`src/rtl/fixed_point_pkg.sv`:
```
// -----------------------------------------------------------------------------
// fixed_point_pkg
// Shared types and width helpers for the fixed-point ALU.
//   fp_op_t     : operation select carried through the pipeline
//   fp_max2/3   : constant-width helpers used to size internal formats
//   fp_shr_ext  : fraction extension for the right shift, sized so that every
//                 bit shifted out of the operand is still available for rounding
// -----------------------------------------------------------------------------
package fixed_point_pkg;

  typedef enum logic [1:0] {
    FP_ADD = 2'd0,
    FP_SUB = 2'd1,
    FP_MUL = 2'd2,
    FP_SHR = 2'd3
  } fp_op_t;

  function automatic int fp_max2(input int x, input int y);
    return (x > y) ? x : y;
  endfunction

  function automatic int fp_max3(input int x, input int y, input int z);
    return fp_max2(fp_max2(x, y), z);
  endfunction

  function automatic int fp_shr_ext(input int a_w);
    return 1 << $clog2(a_w);
  endfunction

endpackage

```
`src/rtl/fixed_point_alu_if.sv`:
```
// -----------------------------------------------------------------------------
// fixed_point_alu_if
// Operand/result handshake bundle of the fixed-point ALU.
//   master : drives the operand set (in_valid, op, a, b, shamt, round_en,
//            sat_en) and out_ready; observes in_ready and the result side
//   slave  : the ALU itself
// -----------------------------------------------------------------------------
interface fixed_point_alu_if #(
  parameter int A_W  = 26,
  parameter int B_W  = 22,
  parameter int SH_W = 5,
  parameter int O_W  = 26,
  parameter int OI_W = 14
);
  import fixed_point_pkg::*;

  logic            in_valid;
  logic            in_ready;
  fp_op_t          op;
  logic [A_W-1:0]  a;
  logic [B_W-1:0]  b;
  logic [SH_W-1:0] shamt;
  logic            round_en;
  logic            sat_en;
  logic            out_valid;
  logic            out_ready;
  logic [O_W-1:0]  result;
  logic [OI_W-1:0] result_int;
  logic            overflow;

  modport master (
    output in_valid, op, a, b, shamt, round_en, sat_en, out_ready,
    input  in_ready, out_valid, result, result_int, overflow
  );

  modport slave (
    input  in_valid, op, a, b, shamt, round_en, sat_en, out_ready,
    output in_ready, out_valid, result, result_int, overflow
  );

endinterface

```
`src/rtl/fp_round_sat.sv`:
```
// -----------------------------------------------------------------------------
// fp_round_sat
// Output stage: converts a signed Q(IN_INT_W).(IN_FRAC_W) value to
// Q(OUT_INT_W).(OUT_FRAC_W), with optional round-half-up (else floor), range
// check after rounding, and saturate-or-wrap. Result and overflow registered.
//   clk, reset  : clock, synchronous active-high reset
//   en_i        : pipeline advance; output registers hold when low
//   din_i       : intermediate value
//   round_en_i  : 1 = round half up, 0 = truncate toward minus infinity
//   sat_en_i    : 1 = clamp on overflow, 0 = keep low bits
//   result_o    : registered result
//   overflow_o  : registered overflow flag (independent of sat_en_i)
// -----------------------------------------------------------------------------
module fp_round_sat #(
  parameter int IN_INT_W   = 24,
  parameter int IN_FRAC_W  = 44,
  parameter int OUT_INT_W  = 14,
  parameter int OUT_FRAC_W = 12
) (
  input  logic                                   clk,
  input  logic                                   reset,
  input  logic                                   en_i,
  input  logic signed [IN_INT_W+IN_FRAC_W-1:0]   din_i,
  input  logic                                   round_en_i,
  input  logic                                   sat_en_i,
  output logic [OUT_INT_W+OUT_FRAC_W-1:0]        result_o,
  output logic                                   overflow_o
);

  localparam int IN_W = IN_INT_W + IN_FRAC_W;
  localparam int O_W  = OUT_INT_W + OUT_FRAC_W;
  // One spare integer bit so a rounding carry never wraps before the range check.
  localparam int V_W  = IN_INT_W + OUT_FRAC_W + 1;

  logic signed [V_W-1:0] val_s;
  logic                  ovf_s;
  logic [O_W-1:0]        wrap_s;
  logic [O_W-1:0]        res_d;

  generate
    if (IN_FRAC_W > OUT_FRAC_W) begin : g_drop
      localparam int D  = IN_FRAC_W - OUT_FRAC_W;
      localparam int EW = IN_W + 1;
      logic signed [EW-1:0] half_s;
      logic signed [EW-1:0] sum_s;
      // Add half an output LSB when rounding, then floor by arithmetic shift.
      always_comb begin
        half_s = EW'(round_en_i) << (D - 1);
        sum_s  = EW'(din_i) + half_s;
        val_s  = V_W'(sum_s >>> D);
      end
    end else begin : g_fill
      assign val_s = V_W'(din_i) <<< (OUT_FRAC_W - IN_FRAC_W);
    end

    if (V_W > O_W) begin : g_chk
      logic [V_W-O_W:0] top_s;
      // In range only when every bit above the output sign bit matches it.
      assign top_s  = val_s[V_W-1:O_W-1];
      assign ovf_s  = !((&top_s) || !(|top_s));
      assign wrap_s = val_s[O_W-1:0];
    end else begin : g_fit
      assign ovf_s  = 1'b0;
      assign wrap_s = O_W'(val_s);
    end
  endgenerate

  // Select clamp value or wrapped low bits.
  always_comb begin
    res_d = wrap_s;
    if (ovf_s && sat_en_i) begin
      res_d = val_s[V_W-1] ? {1'b1, {(O_W-1){1'b0}}} : {1'b0, {(O_W-1){1'b1}}};
    end else begin
      res_d = wrap_s;
    end
  end

  // Output registers, held while the pipeline is stalled.
  always_ff @(posedge clk) begin
    if (reset) begin
      result_o   <= '0;
      overflow_o <= 1'b0;
    end else if (en_i) begin
      result_o   <= res_d;
      overflow_o <= ovf_s;
    end
  end

endmodule

```
`src/rtl/fixed_point_alu.sv`:
```
// -----------------------------------------------------------------------------
// fixed_point_alu
// Three-stage fixed-point ALU (align, compute, round/saturate) with a
// valid/ready handshake. All stages advance together when the output register
// is empty or being consumed, so results leave in input order.
//   clk   : clock
//   reset : synchronous active-high reset, clears all stage valids
//   bus   : operand and result handshake (slave side)
// -----------------------------------------------------------------------------
module fixed_point_alu
  import fixed_point_pkg::*;
#(
  parameter int A_INT_W    = 14,
  parameter int A_FRAC_W   = 12,
  parameter int B_INT_W    = 10,
  parameter int B_FRAC_W   = 12,
  parameter int OUT_INT_W  = 14,
  parameter int OUT_FRAC_W = 12
) (
  input  logic             clk,
  input  logic             reset,
  fixed_point_alu_if.slave bus
);

  localparam int A_W    = A_INT_W + A_FRAC_W;
  localparam int B_W    = B_INT_W + B_FRAC_W;
  localparam int O_W    = OUT_INT_W + OUT_FRAC_W;
  localparam int SH_W   = $clog2(A_W);
  localparam int SH_EXT = fp_shr_ext(A_W);
  // ADD/SUB format: common fraction plus one guard integer bit -> exact sum.
  localparam int ADD_F  = fp_max2(A_FRAC_W, B_FRAC_W);
  localparam int ADD_W  = fp_max2(A_INT_W, B_INT_W) + 1 + ADD_F;
  localparam int MUL_F  = A_FRAC_W + B_FRAC_W;
  localparam int MUL_W  = A_W + B_W;
  localparam int SHR_F  = A_FRAC_W + SH_EXT;
  localparam int SHR_W  = A_W + SH_EXT;
  // Common intermediate format wide enough to hold every operation exactly.
  localparam int II_W   = fp_max3(fp_max2(A_INT_W, B_INT_W) + 1, A_INT_W + B_INT_W, A_INT_W);
  localparam int IF_W   = fp_max3(ADD_F, MUL_F, SHR_F);
  localparam int IW     = II_W + IF_W;

  logic adv_s;

  // Stage 1: aligned operands and sideband
  logic                    v1_q;
  fp_op_t                  op1_q;
  logic                    rnd1_q, sat1_q;
  logic [SH_W-1:0]         sh1_q;
  logic signed [ADD_W-1:0] a_al1_q, b_al1_q, a_al_d, b_al_d;
  logic signed [A_W-1:0]   a1_q;
  logic signed [B_W-1:0]   b1_q;

  // Stage 2: exact intermediate value
  logic                    v2_q;
  logic                    rnd2_q, sat2_q;
  logic signed [IW-1:0]    acc2_q, acc_d;
  logic signed [ADD_W-1:0] sum_s;
  logic signed [MUL_W-1:0] prod_s;
  logic signed [SHR_W-1:0] shr_base_s, shr_s;

  // Stage 3: output register
  logic                    v3_q;
  logic [O_W-1:0]          res_q;
  logic                    ovf_q;

  assign adv_s        = !v3_q || bus.out_ready;
  assign bus.in_ready = adv_s;

  // Align ADD/SUB operands to the common fraction width with sign extension.
  always_comb begin
    a_al_d = ADD_W'($signed(bus.a)) <<< (ADD_F - A_FRAC_W);
    b_al_d = ADD_W'($signed(bus.b)) <<< (ADD_F - B_FRAC_W);
  end

  // Compute every operation exactly and place it in the common format.
  always_comb begin
    sum_s      = (op1_q == FP_SUB) ? (a_al1_q - b_al1_q) : (a_al1_q + b_al1_q);
    prod_s     = MUL_W'(a1_q) * MUL_W'(b1_q);
    // Extend with zero fraction bits so nothing is lost by the shift.
    shr_base_s = {a1_q, {SH_EXT{1'b0}}};
    shr_s      = shr_base_s >>> sh1_q;
    case (op1_q)
      FP_ADD, FP_SUB: acc_d = IW'(sum_s) <<< (IF_W - ADD_F);
      FP_MUL:         acc_d = IW'(prod_s) <<< (IF_W - MUL_F);
      FP_SHR:         acc_d = IW'(shr_s) <<< (IF_W - SHR_F);
      default:        acc_d = '0;
    endcase
  end

  // Stage 1 and stage 2 pipeline registers.
  always_ff @(posedge clk) begin
    if (reset) begin
      v1_q    <= 1'b0;
      op1_q   <= FP_ADD;
      rnd1_q  <= 1'b0;
      sat1_q  <= 1'b0;
      sh1_q   <= '0;
      a_al1_q <= '0;
      b_al1_q <= '0;
      a1_q    <= '0;
      b1_q    <= '0;
      v2_q    <= 1'b0;
      rnd2_q  <= 1'b0;
      sat2_q  <= 1'b0;
      acc2_q  <= '0;
    end else if (adv_s) begin
      v1_q    <= bus.in_valid;
      op1_q   <= bus.op;
      rnd1_q  <= bus.round_en;
      sat1_q  <= bus.sat_en;
      sh1_q   <= bus.shamt;
      a_al1_q <= a_al_d;
      b_al1_q <= b_al_d;
      a1_q    <= $signed(bus.a);
      b1_q    <= $signed(bus.b);
      v2_q    <= v1_q;
      rnd2_q  <= rnd1_q;
      sat2_q  <= sat1_q;
      acc2_q  <= acc_d;
    end
  end

  // Output valid register.
  always_ff @(posedge clk) begin
    if (reset) begin
      v3_q <= 1'b0;
    end else if (adv_s) begin
      v3_q <= v2_q;
    end
  end

  fp_round_sat #(
    .IN_INT_W  (II_W),
    .IN_FRAC_W (IF_W),
    .OUT_INT_W (OUT_INT_W),
    .OUT_FRAC_W(OUT_FRAC_W)
  ) u_round_sat (
    .clk       (clk),
    .reset     (reset),
    .en_i      (adv_s),
    .din_i     (acc2_q),
    .round_en_i(rnd2_q),
    .sat_en_i  (sat2_q),
    .result_o  (res_q),
    .overflow_o(ovf_q)
  );

  assign bus.out_valid  = v3_q;
  assign bus.result     = res_q;
  assign bus.result_int = res_q[O_W-1:OUT_FRAC_W];
  assign bus.overflow   = ovf_q;

endmodule

```
`src/flat_wrapper.sv`:
```
// flat-port wrapper written by rule: the top's interface ports become plain ports
module fixed_point_alu_flat import fixed_point_pkg::*;
#(
  parameter int A_INT_W    = 14,
  parameter int A_FRAC_W   = 12,
  parameter int B_INT_W    = 10,
  parameter int B_FRAC_W   = 12,
  parameter int OUT_INT_W  = 14,
  parameter int OUT_FRAC_W = 12
)
  (clk, reset, bus_in_valid, bus_op, bus_a, bus_b, bus_shamt, bus_round_en, bus_sat_en, bus_out_ready, bus_in_ready, bus_out_valid, bus_result, bus_result_int, bus_overflow);
  fixed_point_alu_if #(.A_W((26)), .B_W((22)), .SH_W((5)), .O_W((26)), .OI_W((14))) bus_i ();
  input  logic clk;
  input  logic reset;
  input wire logic [$bits(bus_i.in_valid)-1:0] bus_in_valid;
  input wire logic [$bits(bus_i.op)-1:0] bus_op;
  input wire logic [$bits(bus_i.a)-1:0] bus_a;
  input wire logic [$bits(bus_i.b)-1:0] bus_b;
  input wire logic [$bits(bus_i.shamt)-1:0] bus_shamt;
  input wire logic [$bits(bus_i.round_en)-1:0] bus_round_en;
  input wire logic [$bits(bus_i.sat_en)-1:0] bus_sat_en;
  input wire logic [$bits(bus_i.out_ready)-1:0] bus_out_ready;
  output wire logic [$bits(bus_i.in_ready)-1:0] bus_in_ready;
  output wire logic [$bits(bus_i.out_valid)-1:0] bus_out_valid;
  output wire logic [$bits(bus_i.result)-1:0] bus_result;
  output wire logic [$bits(bus_i.result_int)-1:0] bus_result_int;
  output wire logic [$bits(bus_i.overflow)-1:0] bus_overflow;
  assign bus_i.in_valid = bus_in_valid;
  assign bus_i.op = bus_op;
  assign bus_i.a = bus_a;
  assign bus_i.b = bus_b;
  assign bus_i.shamt = bus_shamt;
  assign bus_i.round_en = bus_round_en;
  assign bus_i.sat_en = bus_sat_en;
  assign bus_i.out_ready = bus_out_ready;
  assign bus_in_ready = bus_i.in_ready;
  assign bus_out_valid = bus_i.out_valid;
  assign bus_result = bus_i.result;
  assign bus_result_int = bus_i.result_int;
  assign bus_overflow = bus_i.overflow;
  fixed_point_alu #(.A_INT_W(A_INT_W), .A_FRAC_W(A_FRAC_W), .B_INT_W(B_INT_W), .B_FRAC_W(B_FRAC_W), .OUT_INT_W(OUT_INT_W), .OUT_FRAC_W(OUT_FRAC_W)) u_core (.clk(clk), .reset(reset), .bus(bus_i));
endmodule
```
`config.mk`:
```
export PLATFORM = sky130hd
export DESIGN_NAME = fixed_point_alu_flat
export DESIGN_NICKNAME = d
export VERILOG_FILES = /design/src/rtl/fixed_point_pkg.sv /design/src/rtl/fixed_point_alu_if.sv /design/src/rtl/fp_round_sat.sv /design/src/rtl/fixed_point_alu.sv /design/src/flat_wrapper.sv
export SDC_FILE = /design/constraint.sdc
export NUM_CORES = 2
export LEC_CHECK = 0
export ABC_CLOCK_PERIOD_IN_PS = 9920
export BUFFER_PORTS_ARGS = -buffer_cell sky130_fd_sc_hd__buf_2
export CORE_MARGIN = 2
export CORE_UTILIZATION = 60
export DETAILED_ROUTE_END_ITERATION = 10
export PLACE_DENSITY_LB_ADDON = 0.08
export REMOVE_ABC_BUFFERS = 1
export SLEW_MARGIN = 5
export SYNTH_ARGS = -nofsm -noshare
export SYNTH_HDL_FRONTEND = slang
export SYNTH_HIERARCHICAL = 1
export SYNTH_SLANG_ARGS = --single-unit
```
`constraint.sdc`:
```
create_clock -name clk -period 9.92 [get_ports clk]
set_clock_uncertainty 0.2 [all_clocks]
set_input_delay 0.992 -clock clk [delete_from_list [all_inputs] [get_ports clk]]
set_output_delay 0.992 -clock clk [all_outputs]
set_load 0.1 [all_outputs]
```
======== Word level (Yosys, flattened, before mapping) ========
Cells that the tools add are included.
storage, ports and cells
  register bits after elaboration ......... 205
  output and inout port bits .............. 43
  word-level logic and storage cells ...... 38
cells by class
  reductions and logical operators ........ 10
  add/subtract/negate cells ............... 3
  shift operators ......................... 1
  muxes and demuxes ....................... 4
  multiply operators ...................... 1
  equal/unequal tests ..................... 3
operator list
  kind                                                             count
  68-bit case mux with 3 select lines                              1
  68-bit by 33-bit adder with 69-bit output                        1
  58-bit by 5-bit >>> shifter with 58-bit output                   1
  26-bit 2-to-1 mux                                                2
  26-bit by 22-bit multiplier with 48-bit output                   1
  26-bit by 22-bit adder with 27-bit output                        1
  27-bit 2-to-1 mux                                                1
  26-bit by 22-bit subtractor with 27-bit output                   1
  12-bit AND reduction                                             1
  12-bit OR reduction                                              1
  2-bit == test, second input constant                             2
  1-bit logical NOT                                                3
  2-bit by 1-bit == test with 1-bit output, second input constant  1
  2-bit logical NOT                                                1
  1-bit logical OR                                                 2
  2-bit OR reduction                                               1
  1-bit logical AND                                                1

======== Logic depth before layout (Yosys ltp) ========
  word-level depth ........................ 7
  mapped depth ............................ 28

======== Hierarchy ========
Netlist, hierarchy kept.
modules (own cells, without submodules)
  module           seq. area each (sq um)  times used  cells an instance  area an instance (sq um)
  fixed_point_alu  2,582.5                 1           3,386              28,837.7
  fp_round_sat     540.5                   1           250                1,950.6

======== Worst setup path after synthesis ========
Ideal clock, no wire load.
  path type ............................... register to register
  start ................................... register u_core.a1_q[25]
  end ..................................... register u_core.acc2_q[67]
  setup time .............................. 70 ps
  period minus slack after synthesis ...... 7,685 ps
  cell stages (with the launch flop) ...... 26
  path slack .............................. 2,235 ps
  data required time ...................... 9,650 ps
  arrival time ............................ 7,415 ps
  path buffers ............................ 3
  path through ............................ dfxtp_1 > clkbuf_1 > clkbuf_1 > clkbuf_1 > nand2_1 > inv_1 > fa_1 > fa_1 > inv_1 > fa_1 > inv_1 > fa_1 > fa_1 > fa_1 > inv_1 > fa_1 > inv_1 > ha_1 > nand3_1 > or4b_2 > o21ai_0 > o21ai_0 > a311oi_1 > xnor2_1 > nand2_1 > a21oi_1
on the way
  longest elaborated chain between the ends .. 2
RTL lines
  element                                                                                                           line                                          source
  start, declared                                                                                                   fixed_point_alu.sv:50                         logic signed [A_W-1:0] a1_q;
  start signal, assigned                                                                                            fixed_point_alu.sv:114                        a1_q <= $signed(bus.a);
  26-bit by 22-bit multiplier with 48-bit output or 58-bit by 5-bit >>> shifter with 58-bit output (tied branches)  fixed_point_alu.sv:78, fixed_point_alu.sv:81
  68-bit case mux with 3 select lines (*)                                                                           fixed_point_alu.sv:82                         case (op1_q)
  end signal, assigned                                                                                              fixed_point_alu.sv:105                        acc2_q <= '0;
  end signal, assigned                                                                                              fixed_point_alu.sv:119                        acc2_q <= acc_d;
  end, declared                                                                                                     fixed_point_alu.sv:56                         logic signed [IW-1:0] acc2_q, acc_d;
Mark *: on every way between the ends. The rest lies on a longest branch, timed or not.
A chain may end at the register's enable or synchronous reset.

======== Final worst setup path ========
  start ................................... register u_core.a1_q[8]
  end ..................................... register u_core.acc2_q[53]
The elaborated chain is that of the path after synthesis.

==> summary.md <==
## STA
* **Setup violations, final** 0
* **final hold viol count** 0
* **Period Utilization, post-route** 86.31%
* **unrepaired setup endpoints after global routing** no
* **Setup TNS Final** 0 ns
* **shortest clock period the worst path allows after layout** 8.562 ns
* **max-slew violations** 0
* **worst slew margin relative to its limit** 9.057%
* **transition time at the pin with the least slew margin** 1.362 ns
* **timing-limited maximum frequency** 116.8 MHz

## Cells and area
* **share of cells above drive strength 1** 7.648%
* **footprint of the multi-input gates** 23,650 sq um
* **fin nets** 4,241
* **area delta synth->final** 5.045%
* **sequential cell area** 2524 sq um
* **final cell count without fillers** 4,065
* **total of fill cells in the finished design** 4,281

## Critical path
* **Arr. time, crit path** 8.72 ns
* **endpoint required time on the critical path** 10.08 ns
* **number of buffer and inverter instances along the worst setup path** 6
* **ordered list of cells on the worst path** nand2_1, fa_1, fa_1, inv_1, fa_1, inv_1, fa_1, inv_1, fa_1, fa_1, inv_1, fa_1, inv_1, ha_1, a21o_1, a31oi_1, inv_1, a2111oi_1, a21oi_1, nor2_1, o21ai_0, xor2_1, a221oi_1, a21oi_1
* **most used cell along the critical path** sky130_fd_sc_hd__fa_1
* **startpoint of the most critical register-to-register path** u_core/a1_q[8]
* **kind of cell adding the most delay to the critical path** adder cells
* **cell with the largest stage delay on the worst path** sky130_fd_sc_hd__dfxtp_1
* **worst-path fanout max** 24
* **first element of the critical path** u_core/a1_q[8]
* **start-to-end type of the worst setup path** reg2reg
* **type of element launching the critical path** flop
* **critical path endpoint category** flop
* **maximum cell stage delay along the critical path** 1.22 ns

## Clock network
* **clock tree from TritonCTS** done
* **clock tree root buffer cell** sky130_fd_sc_hd__clkbuf_16
* **number of clock buffers inserted by TritonCTS** 17
* **Skew-Pair Late Insertion Delay** 0.49 ns
* **Clock transition at path regs** 0.06 ns
* **total of hold buffers inserted after clock tree synthesis** 0
* **H-tree depth** 4
* **total number of clock tree sinks** 126
* **number of buffers added for setup after CTS** 0
* **maximum root-to-sink buffer count** 2
* **quantity of gates resized following cts** 0

## Power
* **Lkg Pwr** 15.40 nW
* **power density over the cells** 192.9 nW/um^2
* **worst vdd rail ir drop** 160.3 uV

## Detailed routing
* **routed via count** 24.23k
* **number of nets with antenna violations after routing** 0
* **count of TritonRoute iterations in the first routing pass** 6
* **starting DRC count in detailed routing** 2,157
* **detailed-route DRC error count** 0
* **Vias per Instance** 5.960
* **overall routed net length** 89,620 um
* **Wirelength per Cell** 22.05 um

## Min path
* **class of the worst hold path** reg2reg
* **startpoint of the most critical hold path** u_core/rnd1_q

## Floorplan
* **ports placed on the boundary** 104
* **Die Footprint** 50,850 sq um
* **Die Wd** 225.5 um
* **standard-cell rows** 81
* **y dimension of the die** 225.5 um
* **area of the placeable core** 48,650 sq um
* **initial core utilization** 60.51%

## Place
* **cell count after placement** 4,030
* **HPWL Detailed** 70,510 um
* **Final Wtd Congestion** 0.9683
* **count of buffers inserted at the top-level ports** 103

## Run status
* **run status** finished, final reports clean

## Global route
* **number of antenna violations at the first check in global routing** 5
* **via count of the first global-routing pass** 25.80k
* **Tot GR Track Use** 37.47%
* **global-route wire length before repair** 143,400 um
* **largest net degree at the start of global routing** 57
* **total gr overflow** 0

## Synth
* **number of warnings printed during yosys synthesis** 6
* **synthesized area per cell** 8.493 sq um
* **Post-Synthesis Cell Area** 29,440 sq um
* **number of standard cells after synthesis** 3,466

## Flow run
* **maximum capacitance violations** 0

registers in the layout, indices dropped and copies added (netlist names), 2 cells and up:
name	count
u_core/acc2_q	37
u_core/b1_q	22
u_core/u_round_sat/result_o	26
u_core/sh1_q	5
u_core/a1_q	26
u_core/op1_q	2
cells in the final DEF (no fill, tap or decap), types with 5 or more instances in the layout:
cell type                   count
sky130_fd_sc_hd__mux2_2        12
sky130_fd_sc_hd__or2_2          7
sky130_fd_sc_hd__nand2_1      547
sky130_fd_sc_hd__or3_1         12
sky130_fd_sc_hd__o21a_1        19
sky130_fd_sc_hd__a311oi_1      17
sky130_fd_sc_hd__and3_1        12
sky130_fd_sc_hd__buf_4         64
sky130_fd_sc_hd__mux4_2        12
sky130_fd_sc_hd__nand2b_1      22
sky130_fd_sc_hd__nor4_1         8
sky130_fd_sc_hd__a221oi_1       8
sky130_fd_sc_hd__xor2_1        42
sky130_fd_sc_hd__a31oi_1       13
sky130_fd_sc_hd__o31ai_1        7
sky130_fd_sc_hd__o21bai_1       9
sky130_fd_sc_hd__a21oi_1      166
sky130_fd_sc_hd__mux2i_1       32
sky130_fd_sc_hd__nor2b_1       10
sky130_fd_sc_hd__dfxtp_1      125
sky130_fd_sc_hd__o221a_2        8
sky130_fd_sc_hd__a211oi_1      13
sky130_fd_sc_hd__nand4_1       23
sky130_fd_sc_hd__fa_1         582
sky130_fd_sc_hd__nand3b_1       5
sky130_fd_sc_hd__nor2_1       134
sky130_fd_sc_hd__and2_1       233
sky130_fd_sc_hd__o21ai_0      104
sky130_fd_sc_hd__inv_1        626
sky130_fd_sc_hd__clkbuf_16     17
sky130_fd_sc_hd__xnor2_1       68
sky130_fd_sc_hd__buf_2        103
sky130_fd_sc_hd__nor3_1        24
sky130_fd_sc_hd__nand3_1       34
sky130_fd_sc_hd__a21o_1        32
sky130_fd_sc_hd__o221ai_1      15
sky130_fd_sc_hd__ha_1         171
sky130_fd_sc_hd__o211ai_1      23
worst register-to-register path, stage by stage (launching register included):
cell and delay [ns]:
sky130_fd_sc_hd__dfxtp_1 1.22, sky130_fd_sc_hd__nand2_1 0.20, sky130_fd_sc_hd__fa_1 0.52, sky130_fd_sc_hd__fa_1 0.55
sky130_fd_sc_hd__inv_1 0.05, sky130_fd_sc_hd__fa_1 0.49, sky130_fd_sc_hd__inv_1 0.05, sky130_fd_sc_hd__fa_1 0.54
sky130_fd_sc_hd__inv_1 0.06, sky130_fd_sc_hd__fa_1 0.38, sky130_fd_sc_hd__fa_1 0.53, sky130_fd_sc_hd__inv_1 0.06
sky130_fd_sc_hd__fa_1 0.48, sky130_fd_sc_hd__inv_1 0.04, sky130_fd_sc_hd__ha_1 0.34, sky130_fd_sc_hd__a21o_1 0.21
sky130_fd_sc_hd__a31oi_1 0.24, sky130_fd_sc_hd__inv_1 0.10, sky130_fd_sc_hd__a2111oi_1 0.98, sky130_fd_sc_hd__a21oi_1 0.17
sky130_fd_sc_hd__nor2_1 0.27, sky130_fd_sc_hd__o21ai_0 0.15, sky130_fd_sc_hd__xor2_1 0.19, sky130_fd_sc_hd__a221oi_1 0.32
sky130_fd_sc_hd__a21oi_1 0.10
power breakdown:
group | internal, mW | switching, mW | total, mW | leakage [nW]
Clock | 0.381 | 0.299 | 0.680 | 0.287
Sequential | 0.594 | 0.162 | 0.757 | 1.05
Combinational | 1.71 | 2.82 | 4.53 | 14.1
metrics by stage:
| stage | power (mW) | hold WS, ns | util [%] | setup WS, ns | instance area (sq um) |
|---|---|---|---|---|---|
| 2_1_floorplan | 4.008 | 0.2260 | - | 1.022 | 28530 |
| 3_3_place_gp | 5.160 | 0.2381 | 62.32 | 1.603 | 30320 |
| 3_5_place_dp | 5.239 | 0.2524 | 62.32 | 1.446 | 30320 |
| 4_1_cts | 5.944 | 0.2608 | 63.54 | 1.386 | 30910 |
| 5_1_grt | 6.548 | 0.2800 | 63.56 | 0.9934 | 30920 |
| 6_report | 5.964 | 0.2563 | 63.56 | 1.358 | 30920 |
path summary, 6_finish.rpt:
check	to	slack (ns)	cells past startpoint
setup reg to reg	u_core/acc2_q[53]	1.36	24
hold / removal	u_core/rnd2_q	0.26	2
hold reg to reg	u_core/rnd2_q	0.26	2
setup / recovery	u_core/acc2_q[53]	1.36	24
routing by layer:
metal	up-vias	global-route usage [%]	part of all wire, %
met2	1011	64.15	49
met4	0	20.02	6.0
met3	276	5.580	7.0
met1	12300	45.84	38
met5	-	0	0
li1	10640	-	-
final cells by class:
type	count	share of cell area, %
Sequential cell	126	8.161
Tap cell	622	2.517
Clock inverter	13	0.5017
Clock buffer	18	1.420
Timing Repair Buffer	167	3.221
Antenna cell	4	0.03237
Multi-Input combinational cell	2485	76.49
Inverter	630	7.656
(Power assumes the default switching activity.)
